==> src/rtl/arm_hazard_scoreboard_if.sv <==
// Hazard-scoreboard port bundle: ID-stage instruction fields and branch input in,
// pipeline control and EXE forwarding selects out.
interface arm_hazard_scoreboard_if #(
    parameter int REG_AW = 4,
    parameter int SEL_W  = 2,
    parameter int CNT_W  = 16
);
    logic              id_valid;
    logic [REG_AW-1:0] id_src1;
    logic [REG_AW-1:0] id_src2;
    logic              id_two_src;
    logic              id_wb_en;
    logic              id_mem_r_en;
    logic [REG_AW-1:0] id_dest;
    logic              branch_taken;
    logic              freeze;
    logic              flush_if;
    logic              bubble_id;
    logic              hazard;
    logic [SEL_W-1:0]  fwd_sel_a;
    logic [SEL_W-1:0]  fwd_sel_b;
    logic [CNT_W-1:0]  stall_count;

    modport master (
        output id_valid, id_src1, id_src2, id_two_src, id_wb_en, id_mem_r_en, id_dest,
               branch_taken,
        input  freeze, flush_if, bubble_id, hazard, fwd_sel_a, fwd_sel_b, stall_count
    );

    modport slave (
        input  id_valid, id_src1, id_src2, id_two_src, id_wb_en, id_mem_r_en, id_dest,
               branch_taken,
        output freeze, flush_if, bubble_id, hazard, fwd_sel_a, fwd_sel_b, stall_count
    );
endinterface

==> src/rtl/arm_hazard_scoreboard.sv <==
// Hazard and forwarding controller: a DEPTH-entry shift scoreboard of instructions past ID
// drives freeze/flush/bubble, load-use or RAW stalls, and EXE operand forwarding selects.
module arm_hazard_scoreboard #(
    parameter int REG_AW = 4,
    parameter int DEPTH  = 3,
    parameter int FWD_EN = 0,
    parameter int SEL_W  = $clog2(DEPTH),
    parameter int CNT_W  = 16
) (
    input logic                    clk,
    input logic                    rst,
    arm_hazard_scoreboard_if.slave sb
);

    generate
        if (DEPTH < 3 || DEPTH > 6) begin : g_bad_depth
            $error("arm_hazard_scoreboard: DEPTH must be in 3..6");
        end
    endgenerate

    typedef struct packed {
        logic              valid;
        logic              wb_en;
        logic              mem_r;
        logic [REG_AW-1:0] dest;
        logic [REG_AW-1:0] src1;
        logic [REG_AW-1:0] src2;
        logic              two_src;
    } entry_t;

    entry_t           ent_q [DEPTH];
    entry_t           ent_d [DEPTH];
    logic [CNT_W-1:0] cnt_q;
    logic [CNT_W-1:0] cnt_d;
    logic             raw;
    logic             haz;
    logic             br;
    logic [SEL_W-1:0] sel_a;
    logic [SEL_W-1:0] sel_b;

    function automatic logic reg_match(input entry_t e, input logic [REG_AW-1:0] r);
        return e.valid & e.wb_en & (e.dest == r);
    endfunction

    function automatic logic src_hit(input entry_t e, input logic [REG_AW-1:0] s1,
                                     input logic [REG_AW-1:0] s2, input logic two);
        return reg_match(e, s1) | (two & reg_match(e, s2));
    endfunction

    assign br = sb.branch_taken;

    // The WB entry never counts: the register file writes it on the opposite edge.
    always_comb begin
        raw = 1'b0;
        if (FWD_EN != 0) begin
            raw = ent_q[0].mem_r & src_hit(ent_q[0], sb.id_src1, sb.id_src2, sb.id_two_src);
        end else begin
            for (int k = 0; k < DEPTH - 1; k++) begin
                raw = raw | src_hit(ent_q[k], sb.id_src1, sb.id_src2, sb.id_two_src);
            end
        end
        haz = sb.id_valid & raw & ~br;
    end

    always_comb begin
        ent_d[0].valid   = sb.id_valid & ~haz & ~br;
        ent_d[0].wb_en   = sb.id_wb_en;
        ent_d[0].mem_r   = sb.id_mem_r_en;
        ent_d[0].dest    = sb.id_dest;
        ent_d[0].src1    = sb.id_src1;
        ent_d[0].src2    = sb.id_src2;
        ent_d[0].two_src = sb.id_two_src;
        for (int k = 1; k < DEPTH; k++) begin
            ent_d[k] = ent_q[k-1];
        end
        cnt_d = cnt_q;
        if (haz && (cnt_q != '1)) begin
            cnt_d = cnt_q + CNT_W'(1);
        end
    end

    // Scan from the oldest entry down so the nearest producer overwrites the select last.
    always_comb begin
        sel_a = '0;
        sel_b = '0;
        if ((FWD_EN != 0) && ent_q[0].valid) begin
            for (int k = DEPTH - 1; k >= 1; k--) begin
                if (reg_match(ent_q[k], ent_q[0].src1)) begin
                    sel_a = SEL_W'(k);
                end
                if (ent_q[0].two_src && reg_match(ent_q[k], ent_q[0].src2)) begin
                    sel_b = SEL_W'(k);
                end
            end
        end
    end

    always_ff @(posedge clk) begin
        if (rst) begin
            for (int k = 0; k < DEPTH; k++) begin
                ent_q[k].valid <= 1'b0;
            end
            cnt_q <= '0;
        end else begin
            ent_q <= ent_d;
            cnt_q <= cnt_d;
        end
    end

    assign sb.freeze      = haz;
    assign sb.hazard      = haz;
    assign sb.bubble_id   = haz | br;
    assign sb.flush_if    = br;
    assign sb.fwd_sel_a   = sel_a;
    assign sb.fwd_sel_b   = sel_b;
    assign sb.stall_count = cnt_q;

endmodule

==> src/flat_wrapper.sv <==
// flat-port wrapper written by rule: the top's interface ports become plain ports
module arm_hazard_scoreboard_flat 
#(
    parameter int REG_AW = 4,
    parameter int DEPTH  = 3,
    parameter int FWD_EN = 0,
    parameter int SEL_W  = $clog2(DEPTH),
    parameter int CNT_W  = 16
)
  (clk, rst, sb_id_valid, sb_id_src1, sb_id_src2, sb_id_two_src, sb_id_wb_en, sb_id_mem_r_en, sb_id_dest, sb_branch_taken, sb_freeze, sb_flush_if, sb_bubble_id, sb_hazard, sb_fwd_sel_a, sb_fwd_sel_b, sb_stall_count);
  arm_hazard_scoreboard_if #(.REG_AW(REG_AW), .SEL_W(SEL_W), .CNT_W(CNT_W)) sb_i ();
  input logic clk;
  input logic rst;
  input wire logic [$bits(sb_i.id_valid)-1:0] sb_id_valid;
  input wire logic [$bits(sb_i.id_src1)-1:0] sb_id_src1;
  input wire logic [$bits(sb_i.id_src2)-1:0] sb_id_src2;
  input wire logic [$bits(sb_i.id_two_src)-1:0] sb_id_two_src;
  input wire logic [$bits(sb_i.id_wb_en)-1:0] sb_id_wb_en;
  input wire logic [$bits(sb_i.id_mem_r_en)-1:0] sb_id_mem_r_en;
  input wire logic [$bits(sb_i.id_dest)-1:0] sb_id_dest;
  input wire logic [$bits(sb_i.branch_taken)-1:0] sb_branch_taken;
  output wire logic [$bits(sb_i.freeze)-1:0] sb_freeze;
  output wire logic [$bits(sb_i.flush_if)-1:0] sb_flush_if;
  output wire logic [$bits(sb_i.bubble_id)-1:0] sb_bubble_id;
  output wire logic [$bits(sb_i.hazard)-1:0] sb_hazard;
  output wire logic [$bits(sb_i.fwd_sel_a)-1:0] sb_fwd_sel_a;
  output wire logic [$bits(sb_i.fwd_sel_b)-1:0] sb_fwd_sel_b;
  output wire logic [$bits(sb_i.stall_count)-1:0] sb_stall_count;
  assign sb_i.id_valid = sb_id_valid;
  assign sb_i.id_src1 = sb_id_src1;
  assign sb_i.id_src2 = sb_id_src2;
  assign sb_i.id_two_src = sb_id_two_src;
  assign sb_i.id_wb_en = sb_id_wb_en;
  assign sb_i.id_mem_r_en = sb_id_mem_r_en;
  assign sb_i.id_dest = sb_id_dest;
  assign sb_i.branch_taken = sb_branch_taken;
  assign sb_freeze = sb_i.freeze;
  assign sb_flush_if = sb_i.flush_if;
  assign sb_bubble_id = sb_i.bubble_id;
  assign sb_hazard = sb_i.hazard;
  assign sb_fwd_sel_a = sb_i.fwd_sel_a;
  assign sb_fwd_sel_b = sb_i.fwd_sel_b;
  assign sb_stall_count = sb_i.stall_count;
  arm_hazard_scoreboard #(.REG_AW(REG_AW), .DEPTH(DEPTH), .FWD_EN(FWD_EN), .SEL_W(SEL_W), .CNT_W(CNT_W)) u_core (.clk(clk), .rst(rst), .sb(sb_i));
endmodule
==> config.mk <==
export PLATFORM = sky130hd
export DESIGN_NAME = arm_hazard_scoreboard_flat
export DESIGN_NICKNAME = d
export VERILOG_FILES = /design/src/rtl/arm_hazard_scoreboard_if.sv /design/src/rtl/arm_hazard_scoreboard.sv /design/src/flat_wrapper.sv
export SDC_FILE = /design/constraint.sdc
export NUM_CORES = 1
export LEC_CHECK = 0
export ABC_AREA = 1
export BUFFER_PORTS_ARGS = -buffer_cell sky130_fd_sc_hd__buf_2
export CAP_MARGIN = 30
export CORE_MARGIN = 2
export CORE_UTILIZATION = 42
export CTS_CLUSTER_SIZE = 24
export DETAILED_ROUTE_END_ITERATION = 6
export GPL_TIMING_DRIVEN = 0
export PLACE_DENSITY = 0.65
export SLEW_MARGIN = 10
export SYNTH_ARGS = -nofsm -noshare
export SYNTH_HDL_FRONTEND = slang
export SYNTH_SLANG_ARGS = --single-unit
export TNS_END_PERCENT = 1
==> constraint.sdc <==
create_clock -name clk -period 5.2 [get_ports clk]
set_clock_uncertainty 0.2 [all_clocks]
set_input_delay 0.52 -clock clk [delete_from_list [all_inputs] [get_ports clk]]
set_output_delay 0.52 -clock clk [all_outputs]
set_load 0.01 [all_outputs]
==> out/metrics.cfg <==
[status]
outcome=finished, final reports clean

[die]
design.portCount=43
dieArea_sq_um=4640
coreArea_sq_um=3970
num_rows=23
die_y_microns=68.1
start_util_pct=43.5
die_x_microns=68.1

[timing]
slew_violations=0
finalSetupTns_ps=0
setup_violations=0
period_needed_ps=2530
rsz0062_at_grt=no
hold_viol=0
fmax_ghz=0.396
worst_slack_ps=2670
period_share_pct=48.6

[flow_run]
cap_violations=0

[cells_and_area]
finalInstanceArea_sq_um=2030
areaGrowthSynthToFinish_pct=17.3
drive_above_1_share_pct=19.4
num-nets-final=320
antenna_cells=0
final_util_pct=51.0
n_fill_cell=426

[route]
final_antenna_net_count=0
vias=1520
routedWlPerCell_microns=9.11
wl_met2_microns=1510
drt-vias-per-instance=4.36
route.met3.wl_microns=159
routed_wl_microns=3180
drtPass1Iterations=4
drc=0
initialDrtViolationCount=43
top_layer_used=met4
routedLengthMet1_microns=1470

[synthesis]
ys_seq_area_share_pct=38.2
async_flop_share_pct=0
avgSynthCellArea_sq_um=6.75
syn_area_sq_um=1730
synth_cell_type_count=29
synth_common_cells=nand2_1 (73), inv_1 (53), nor2_1 (41)
synth_edf_count=10
yosys_register_bits=28
yosys-top-cells-area=dfxtp_1 (21%), edfxtp_1 (17%), nand2_1 (16%), inv_1 (12%), nor2_1 (8.9%)
yosysWarnings=0
yosysTopAreaCell=dfxtp_1
ys.flop_type=dfxtp_1
synth.most_common_cell=nand2_1
yosys.area.top_type_share_pct=20.9
synthCells=256

[min_path]
hold_end=u_core.ent_d[15]
hold_depth=2
worstHoldPathType=primary input to register
hp-start=rst

[critical_path]
r2r-end=u_core.sb.stall_count[13]
rr_worst_depth=11
slowest_stage=edfxtp_1
cp-end-kind=primary output
r2r-start=u_core.sb.stall_count[0]
path_class=register to primary output
reg2reg_slack_ps=3360
max_stage_delay_ps=450
crit_fanout=9
crit_chain=xor2_1, nor2_1, nand2_1, nand2_1, nand2_1, nand2_4, nand2_1, nor2_1, buf_4, buf_2
crit_top_cell=nand2_1
cp-start-kind=register
arrival_ps=1810
required_ps=4480

[clock_network]
clockBufferDepth=2
clk_pin_slew_ps=90
cts_root_buf=clkbuf_8
ctsResizeCount=0
cts_hold_buf=0
cts_buffers=3
htree_levels=1
postCtsSetupRepairBufs=0
cts_sinks=28
clock_latency_ps=270
cts_tree=done

[power_and_ir_drop]
power_density_nw_per_um2=199
p_int_mw=0.308
combinationalPowerShare_pct=10.9
swShare_pct=23.5
power_leakage_nw=1.06
vdd_ir_drop_max_v=0.0000796
power_switching_mw=0.0947
total_power_mw=0.402
p_clk_share_pct=29.7
seq_power_share_pct=59.3

[placement]
portBuffers=36
dp_hpwl_microns=2510
place_area_sq_um=1980
place.gp.congestion=0.768
place_ws_ps=2760

[grt]
antenna_found_initial=0
grt_usage_pct=15.4
grt_overflow=0
grt_max_degree=20
grt_pass1_vias=1354
grt_pass1_wl_microns=5330

-- per-stage QoR --
stage,cells,hold slack (ps)
floorplan,259,203
global placement,345,212
detailed placement,345,216
CTS,349,199
global route,349,202
finish,349,205
-- cell type report --
cell class	count	area (sq um)	share of cell area [%]
Multi-Input combinational cell	168	803	39.6
Inverter	54	203	10.0
Timing Repair Buffer	36	180	8.89
Clock buffer	4	45.0	2.22
Sequential cell	28	661	32.6
Buffer	9	72.6	3.58
Tap cell	50	62.6	3.09
-- kinds of logic after synthesis --
kind of cell / synth area share (%)
xor+xnor: 2.53
flops: 38.2
fa+ha+maj: 0.724
simple gates: 36.9
buf+inv: 15.9
other cells: 0.217
compound gates: 5.50
-- registers in the layout, summed over array words and instances, names as in the netlist --
name / count
u_core.ent_d: 12
u_core.sb.stall_count: 16
-- layout by cell type, fill, tap and decap left out --
| master | synthesis | routed |
|---|---|---|
| and2_1 | 1 | 1 |
| buf_2 | 1 | 37 |
| buf_4 | 6 | 6 |
| buf_6 | 2 | 2 |
| clkbuf_1 | 0 | 1 |
| clkbuf_8 | 0 | 3 |
| clkinv_1 | 1 | 1 |
| conb_1 | 1 | 4 |
| dfxtp_1 | 18 | 18 |
| edfxtp_1 | 10 | 10 |
| ha_1 | 1 | 1 |
| inv_1 | 53 | 53 |
| nand2_1 | 73 | 73 |
| nand2_2 | 1 | 1 |
| nand2_4 | 1 | 1 |
| nand3_1 | 6 | 6 |
| nand3_2 | 1 | 1 |
| nand3_4 | 1 | 1 |
| nand3b_1 | 2 | 2 |
| nand4_1 | 7 | 7 |
| nand4_2 | 2 | 2 |
| nor2_1 | 41 | 41 |
| nor2_2 | 1 | 1 |
| nor2_4 | 2 | 2 |
| nor3_1 | 1 | 1 |
| nor3_2 | 1 | 1 |
| o21a_1 | 1 | 1 |
| o21ai_0 | 9 | 9 |
| o21ai_1 | 4 | 4 |
| o21bai_1 | 3 | 3 |
| xor2_1 | 5 | 5 |
-- worst max-delay path, delay by kind of cell (launching register included) --
| kind | cells | cell delay [ps] |
|---|---|---|
| and+or+nand+nor | 7 | 660 |
| DFF | 1 | 450 |
| buffers and inverters | 2 | 240 |
| xor gates and xnor gates | 1 | 170 |
-- worst max-delay path by stage --
| stage | start | end | cells after the start |
|---|---|---|---|
| final | u_core.ent_d[28] | sb_hazard | 10 |
| after global routing | u_core.ent_d[28] | sb_hazard | 11 |
| after CTS | u_core.ent_d[28] | sb_hazard | 10 |
| after detailed placement | sb_id_src1[3] | sb_hazard | 11 |
| after global placement | sb_id_src1[2] | sb_hazard | 11 |
| after floorplan | sb_id_src2[3] | sb_hazard | 11 |
-- power by group through the flow --
stage | clock network (mW) | registers, mW | logic (mW)
finish | 0.120 | 0.239 | 0.0439
global route | 0.134 | 0.240 | 0.0513
CTS | 0.125 | 0.239 | 0.0447
detailed placement | 0 | 0.244 | 0.0445
global placement | 0 | 0.244 | 0.0440
floorplan | 0 | 0.243 | 0.0305
-- metal layers --
layer	vias up	track usage, %
li1	848	-
met1	640	18.6
met2	28	26.6
met3	4	2.47
met4	0	7.00
met5	-	0
Power figures use the tool's default switching activity.
